## config.mk

```make
export PLATFORM = sky130hd
export DESIGN_NAME = tiny8_ctrl_fsm
export DESIGN_NICKNAME = d
export VERILOG_FILES = /design/src/rtl/tiny8_ctrl_fsm.sv
export SDC_FILE = /design/constraint.sdc
export NUM_CORES = 1
export LEC_CHECK = 0
export CAP_MARGIN = 10
export CORE_MARGIN = 4
export CORE_UTILIZATION = 40
export DETAILED_ROUTE_END_ITERATION = 7
export GPL_TIMING_DRIVEN = 0
export PLACE_DENSITY = 0.73
export SETUP_SLACK_MARGIN = 0.2
export SKIP_CTS_REPAIR_TIMING = 1
export SYNTH_ARGS = -nofsm -noshare
export SYNTH_HDL_FRONTEND = slang
export SYNTH_SLANG_ARGS = --single-unit
```

## constraint.sdc

```tcl
create_clock -name clk -period 3 [get_ports clk]
set_input_delay 0.9 -clock clk [delete_from_list [all_inputs] [get_ports clk]]
set_output_delay 0.9 -clock clk [all_outputs]
set_load 0.02 [all_outputs]
```

## src/rtl/tiny8_ctrl_fsm.sv

```systemverilog
// tiny8 multicycle control unit: FETCH/DECODE/EXECUTE/MEMORY/WRITEBACK with HALT and sticky FAULT.
// Define TINY8_CTRL_PERF_CNT_EN to add the saturating retired-instruction counter output.
module tiny8_ctrl_fsm #(
  parameter int EXEC_CYCLES = 4,
  parameter int MEM_TIMEOUT = 16,
  parameter int PERF_W      = 16
) (
  input  logic              clk,
  input  logic              rst,
  input  logic              mem_resp,
  input  logic              op_mem_rd,
  input  logic              op_mem_wr,
  input  logic              op_wb,
  input  logic              op_long,
  input  logic              op_halt,
  input  logic              resume,
  output logic              mem_read,
  output logic              mem_write,
  output logic              mem_addr_sel,
  output logic              load_ir,
  output logic              load_pc,
  output logic              alu_en,
  output logic              load_regfile,
  output logic              halted,
  output logic              fault,
  output logic [2:0]        state_o
`ifdef TINY8_CTRL_PERF_CNT_EN
  ,
  output logic [PERF_W-1:0] retired
`endif
);

  typedef enum logic [2:0] {
    S_FETCH     = 3'd0,
    S_DECODE    = 3'd1,
    S_EXECUTE   = 3'd2,
    S_MEMORY    = 3'd3,
    S_WRITEBACK = 3'd4,
    S_HALT      = 3'd5,
    S_FAULT     = 3'd6
  } state_e;

  localparam int WAIT_W = (MEM_TIMEOUT > 0) ? $clog2(MEM_TIMEOUT + 1) : 1;
  localparam int EXEC_W = (EXEC_CYCLES > 1) ? $clog2(EXEC_CYCLES) : 1;
  localparam logic [WAIT_W-1:0] WAIT_LIMIT = WAIT_W'(MEM_TIMEOUT);
  localparam logic [EXEC_W-1:0] EXEC_LAST  = EXEC_W'(EXEC_CYCLES - 1);

  if (EXEC_CYCLES < 1 || PERF_W < 1) begin : g_bad_param
    $error("tiny8_ctrl_fsm: EXEC_CYCLES and PERF_W must be >= 1");
  end

  state_e            state_q, state_d;
  logic [WAIT_W-1:0] wait_q, wait_d;
  logic [EXEC_W-1:0] exec_q, exec_d;
  logic              mem_op, exec_done, timeout;

  assign mem_op    = op_mem_rd | op_mem_wr;
  assign exec_done = !op_long || (exec_q == EXEC_LAST);
  // A response in the limit cycle is checked first, so it still counts as success.
  assign timeout   = (MEM_TIMEOUT != 0) && (wait_q == WAIT_LIMIT);

  always_comb begin
    state_d = state_q;
    case (state_q)
      S_FETCH: begin
        if (mem_resp)     state_d = S_DECODE;
        else if (timeout) state_d = S_FAULT;
      end
      S_DECODE: begin
        if (op_halt)                     state_d = S_HALT;
        else if (op_mem_rd && op_mem_wr) state_d = S_FAULT;
        else                             state_d = S_EXECUTE;
      end
      S_EXECUTE: begin
        if (exec_done) begin
          if (mem_op)     state_d = S_MEMORY;
          else if (op_wb) state_d = S_WRITEBACK;
          else            state_d = S_FETCH;
        end
      end
      S_MEMORY: begin
        if (mem_resp)     state_d = op_mem_rd ? S_WRITEBACK : S_FETCH;
        else if (timeout) state_d = S_FAULT;
      end
      S_WRITEBACK: state_d = S_FETCH;
      S_HALT:      if (resume) state_d = S_FETCH;
      S_FAULT:     state_d = S_FAULT;
      default:     state_d = S_FAULT;
    endcase
  end

  // Counters run only while staying in their state; any state change clears them.
  always_comb begin
    wait_d = '0;
    exec_d = '0;
    if (state_d == state_q && (state_q == S_FETCH || state_q == S_MEMORY))
      wait_d = wait_q + WAIT_W'(1);
    if (state_d == state_q && state_q == S_EXECUTE)
      exec_d = exec_q + EXEC_W'(1);
  end

`ifdef TINY8_CTRL_PERF_CNT_EN
  logic [PERF_W-1:0] ret_q;
  logic              retire;
  assign retire  = (state_d == S_FETCH) &&
                   (state_q == S_EXECUTE || state_q == S_MEMORY || state_q == S_WRITEBACK);
  assign retired = rst ? '0 : ret_q;
`endif

  always_ff @(posedge clk) begin
    if (rst) begin
      state_q <= S_FETCH;
      wait_q  <= '0;
      exec_q  <= '0;
`ifdef TINY8_CTRL_PERF_CNT_EN
      ret_q   <= '0;
`endif
    end else begin
      state_q <= state_d;
      wait_q  <= wait_d;
      exec_q  <= exec_d;
`ifdef TINY8_CTRL_PERF_CNT_EN
      if (retire && ret_q != '1) ret_q <= ret_q + PERF_W'(1);
`endif
    end
  end

  // Moore decode, forced quiet while rst is high regardless of the held state.
  always_comb begin
    mem_read     = 1'b0;
    mem_write    = 1'b0;
    mem_addr_sel = 1'b0;
    load_ir      = 1'b0;
    load_pc      = 1'b0;
    alu_en       = 1'b0;
    load_regfile = 1'b0;
    halted       = 1'b0;
    fault        = 1'b0;
    state_o      = 3'd0;
    if (!rst) begin
      state_o = state_q;
      case (state_q)
        S_FETCH: begin
          mem_read = 1'b1;
          load_ir  = mem_resp;
        end
        S_DECODE:    load_pc = 1'b1;
        S_EXECUTE:   alu_en  = 1'b1;
        S_MEMORY: begin
          mem_addr_sel = 1'b1;
          mem_read     = op_mem_rd;
          mem_write    = op_mem_wr;
        end
        S_WRITEBACK: load_regfile = 1'b1;
        S_HALT:      halted = 1'b1;
        S_FAULT:     fault  = 1'b1;
        default:     fault  = 1'b0;
      endcase
    end
  end

endmodule

```

### Word level (Yosys, flattened, before mapping)

Cells that the tools add are included.

* equal/unequal tests: 9
* reductions and logical operators: 9
* add/subtract/negate cells: 2
* mux-type cells: 30
* bitwise operators: 3

Operators by type and width (count)
* $mux W3: 11
* $pmux W3 S6: 1
* $mux W1: 17
* $eq A3 B3 Y1 const B: 3
* $eq A3 B2 Y1 const B: 2
* $add A5 B1 Y5 const B: 1
* $eq A5 B5 Y1 const B: 1
* $reduce_or A2 Y1: 2
* $eq A3 B1 Y1 const B: 1
* $eq A3 B3 Y1: 1
* $logic_and A1 B1 Y1: 3
* $logic_not A3 Y1: 1
* $add A2 B1 Y2 const B: 1
* $eq A2 B2 Y1 const B: 1
* $logic_or A1 B1 Y1: 2
* $not A1 Y1: 2
* $pmux W1 S2: 1
* $logic_not A1 Y1: 1
* $or A1 B1 Y1: 1

* input bits: 9
* logic and storage cells: 56
* output and inout bits: 12
* bits in registers: 10

### Depth between registers and ports, before layout

* depth after elaboration: 8
* mapped depth: 6
* gate-level depth less buffers: 6

### Worst setup path before layout

Ideal clock, no wire load.

* path kind: input -> output
* start: in rst
* end: out mem_write
* cell stages on the path: 3
* buffers on the path: 1
* arrival time: 1933 ps
* data required time: 2100 ps
* slack: 167 ps
* path through: clkbuf_1 -> nor3_1 -> and2_1

* cells in the longest elaborated chain, start to end: 1

Ends and longest elaborated chain
* start, declared: line 9 `input logic rst,`
* $mux W1: line 140 `if (!rst) begin`
* end, declared: line 18 `output logic mem_write,`

No other way between the ends.

### Final worst setup path

* start: in op_mem_rd
* end: out mem_read

* cells in the longest elaborated chain, start to end: 2

Ends and longest elaborated chain
* start, declared: line 11 `input logic op_mem_rd,`
* $pmux W1 S2: line 142 `case (state_q)`
* $mux W1: line 140
* end, declared: line 17 `output logic mem_read,`

No other way between the ends.

==> metrics.log <==
INFO  metric tightest_hold_margin = 435 ps
INFO  metric finalSetupViolCount = 0
INFO  metric timing.critical_path.required = 2100 ps
INFO  metric finalClockSkew = 0.370 ps
INFO  metric worstPathCellList = clkdlybuf4s50_1 > nand3_1 > a21oi_1 > buf_2
INFO  metric dpl.cell_count = 136
INFO  metric critPathKind = input port to output port
INFO  metric worst_ep_arrival_time = 1870 ps
INFO  metric timing.hold.worst_path_depth = 1
INFO  metric layout_commonest_cell = sky130_fd_sc_hd__nor2_1
INFO  metric multi_input_area = 473 um2
INFO  metric max-cap-violations = 0
INFO  metric yosys.area.top_type = sky130_fd_sc_hd__dfxtp_1
INFO  metric max_clock_freq = 361 MHz
INFO  metric synthToLayoutAreaGrowth = 40.2%
INFO  metric rsz0062_at_grt = no
INFO  metric post_synth_inst_count = 92
INFO  metric postSynthRegisterBits = 10
INFO  metric wire_length_of_the_first_global_routing_pass = 2900 um
INFO  metric synthFlopType = sky130_fd_sc_hd__dfxtp_1
INFO  metric cts_tree = done
INFO  metric power.net_switching = 0.124 mW
INFO  metric drt-vias-per-instance = 5.04
INFO  metric drt.antenna.violating_nets = 0
INFO  metric fin_ws = 232 ps
INFO  metric critical-path-max-stage-delay = 540 ps
INFO  metric clock_insertion_delay_worst_skew = 260 ps
INFO  metric io_buffers = 19
INFO  metric power_switching_share = 0.317
INFO  metric drt_wl_total = 1670 um
INFO  metric die_area = 2540 um2
INFO  metric ir_drop = 0.000286 V
INFO  metric dp_hpwl = 1290 um
INFO  metric start_kind = input port
INFO  metric number_of_enable_type_register_cells_in_the_synthesized_netlist = 0
INFO  metric cts-root-to-sink-buffers = 2
INFO  metric final-hold-violation-count = 0
INFO  metric min_path_type = register to register
INFO  metric layoutNonFillerInstCount = 140
INFO  metric setup_tns = 0 ps
INFO  metric drv_slew = 0
INFO  metric power_density = 389 nW/um2
INFO  metric worstRegToRegCells = 6
INFO  metric h-tree-depth = 1
INFO  metric post_synth_num_cell_types = 38
INFO  metric finalNetCount = 128
INFO  metric crit_path_max_fanout = 4
INFO  metric clk_pin_slew = 70 ps
INFO  metric period_minus_slack = 2770 ps
INFO  metric cts_num_sinks = 10
INFO  metric initial_standard_cell_utilization_of_the_core = 0.421
INFO  metric cell_internal_pwr = 0.268 mW
INFO  metric run_status = finished clean
INFO  metric place_congestion = 0.815
INFO  metric floorplan.die.width = 50.4 um
INFO  metric core_region_area = 1710 um2
INFO  metric cts_root_buf = sky130_fd_sc_hd__clkbuf_4
INFO  metric yosysTopAreaCellShare = 0.279
INFO  metric synth_sequential_area_ratio = 0.279
INFO  metric cpMaxStageDelayCell = sky130_fd_sc_hd__clkdlybuf4s50_1
INFO  metric diodes = 0
INFO  metric layout_common_cells = 13 x sky130_fd_sc_hd__nor2_1, 11 x sky130_fd_sc_hd__dlymetal6s2s_1, 10 x sky130_fd_sc_hd__dfxtp_1, 7 x sky130_fd_sc_hd__inv_1, 7 x sky130_fd_sc_hd__clkdlybuf4s50_1
INFO  metric grt_overflow = 0
INFO  metric synthesis.nets = 104
INFO  metric rows = 15
INFO  metric n_fill_cell = 156
INFO  metric synth.area.top_cells = sky130_fd_sc_hd__dfxtp_1 28%, sky130_fd_sc_hd__nor2_1 6.8%, sky130_fd_sc_hd__ha_1 5.2%
INFO  metric placement.setup.worst_slack = -348 ps
INFO  metric die_height = 50.4 um
INFO  metric timing.slew.headroom = 0.699
INFO  metric detail_route.wl_per_cell = 11.9 um
INFO  metric dr_total_vias = 705
INFO  metric synthesis.area = 718 um2
INFO  metric drive_gt1_frac = 0.174
INFO  metric sequential_cell_area = 200 um2
INFO  metric boundaryPins = 21
INFO  metric power.leakage = 0.575 nW
INFO  metric initial_antenna_violation_count = 0
INFO  metric gr-usage-all-layers = 0.149
INFO  metric remaining_drc_errors = 0
INFO  metric per_instance_average_area_after_synthesis = 7.81 um2
INFO  metric worst-slew-pin-transition = 451 ps
INFO  metric end_kind = output port
INFO  metric dr.first_iter.drc_count = 11
INFO  metric first_global_vias = 647
INFO  metric drtPass1Iterations = 4
INFO  metric power.share.sequential = 0.373
INFO  metric grt_max_degree = 11
INFO  metric clock_power_share = 0.310
INFO  metric cts-buffers-inserted = 3
INFO  metric share_comb_of_total_power = 0.317
INFO  metric total_power = 0.392 mW
INFO  metric final_critical_path_share_of_the_clock_period = 0.923
INFO  metric async_set_reset_flop_share_out_of_synthesis = 0
INFO  metric synth.yosys.warnings = 0
[metrics by stage]
step	cell area (um2)	utilization
floorplan	723	-
global placement	945	0.553
detailed placement	945	0.553
CTS	981	0.574
global route	1010	0.590
finish	1010	0.590
[per-layer routing]
layer  vias up  routed length (um)  track usage
met4         0                  11       0.0404
met2        14                 805        0.233
li1        365                   -            -
met5         -                   0            0
met3         2                  77       0.0475
met1       324                 772        0.197
[power groups by stage]
stage	logic (mW)	clock network, mW	registers (mW)
2_1_floorplan	0.0822	0	0.148
3_5_place_dp	0.126	0	0.149
6_report	0.124	0.121	0.146
5_1_grt	0.137	0.132	0.148
4_1_cts	0.127	0.125	0.146
3_3_place_gp	0.124	0	0.149
[final cells by class]
type | instances | share of cell area
inverter | 7 | 0.0261
tap | 25 | 0.0311
multi-input combinational | 70 | 0.470
clock buffer | 4 | 0.0360
sequential | 10 | 0.199
buffer | 5 | 0.0273
timing repair buffer | 19 | 0.211
[registers in the layout (all words and copies together), names as in the netlist]
register  flops
state_q       3
exec_q        2
wait_q        5
[critical path, delay by kind of cell]
kind / cells / cell delay [ps]
compound gates: 1 / 150
buf+inv: 2 / 720
simple gates: 1 / 90
[final timing paths]
path,from,slack (ps),end
max,op_mem_rd,230,mem_read
min,exec_q[0],440,exec_q[0]
max reg2reg,wait_q[0],1440,wait_q[2]
min reg2reg,exec_q[0],440,exec_q[0]
[cell usage after synthesis, types with 2 or more instances]
cell type,n
sky130_fd_sc_hd__dfxtp_1,10
sky130_fd_sc_hd__nand2b_1,2
sky130_fd_sc_hd__xor2_1,2
sky130_fd_sc_hd__o21ai_0,3
sky130_fd_sc_hd__a21oi_1,4
sky130_fd_sc_hd__nor2_1,13
sky130_fd_sc_hd__a311oi_1,2
sky130_fd_sc_hd__nand2_1,4
sky130_fd_sc_hd__ha_1,3
sky130_fd_sc_hd__buf_2,4
sky130_fd_sc_hd__inv_1,7
sky130_fd_sc_hd__or2_4,2
sky130_fd_sc_hd__nor2b_1,3
sky130_fd_sc_hd__nand3_1,5
sky130_fd_sc_hd__nor3_1,5
[cells by family (layout without fill, tap and decap cells)]
| kind of cell | after synthesis | count (layout) | share of synthesized area |
|---|---|---|---|
| fa+ha+maj | 3 | 3 | 0.0523 |
| compound gates | 18 | 18 | 0.186 |
| simple gates | 46 | 46 | 0.376 |
| buf+inv | 12 | 35 | 0.0697 |
| xor+xnor | 3 | 3 | 0.0366 |
| flops | 10 | 10 | 0.279 |
Power figures use the tool's default switching activity.
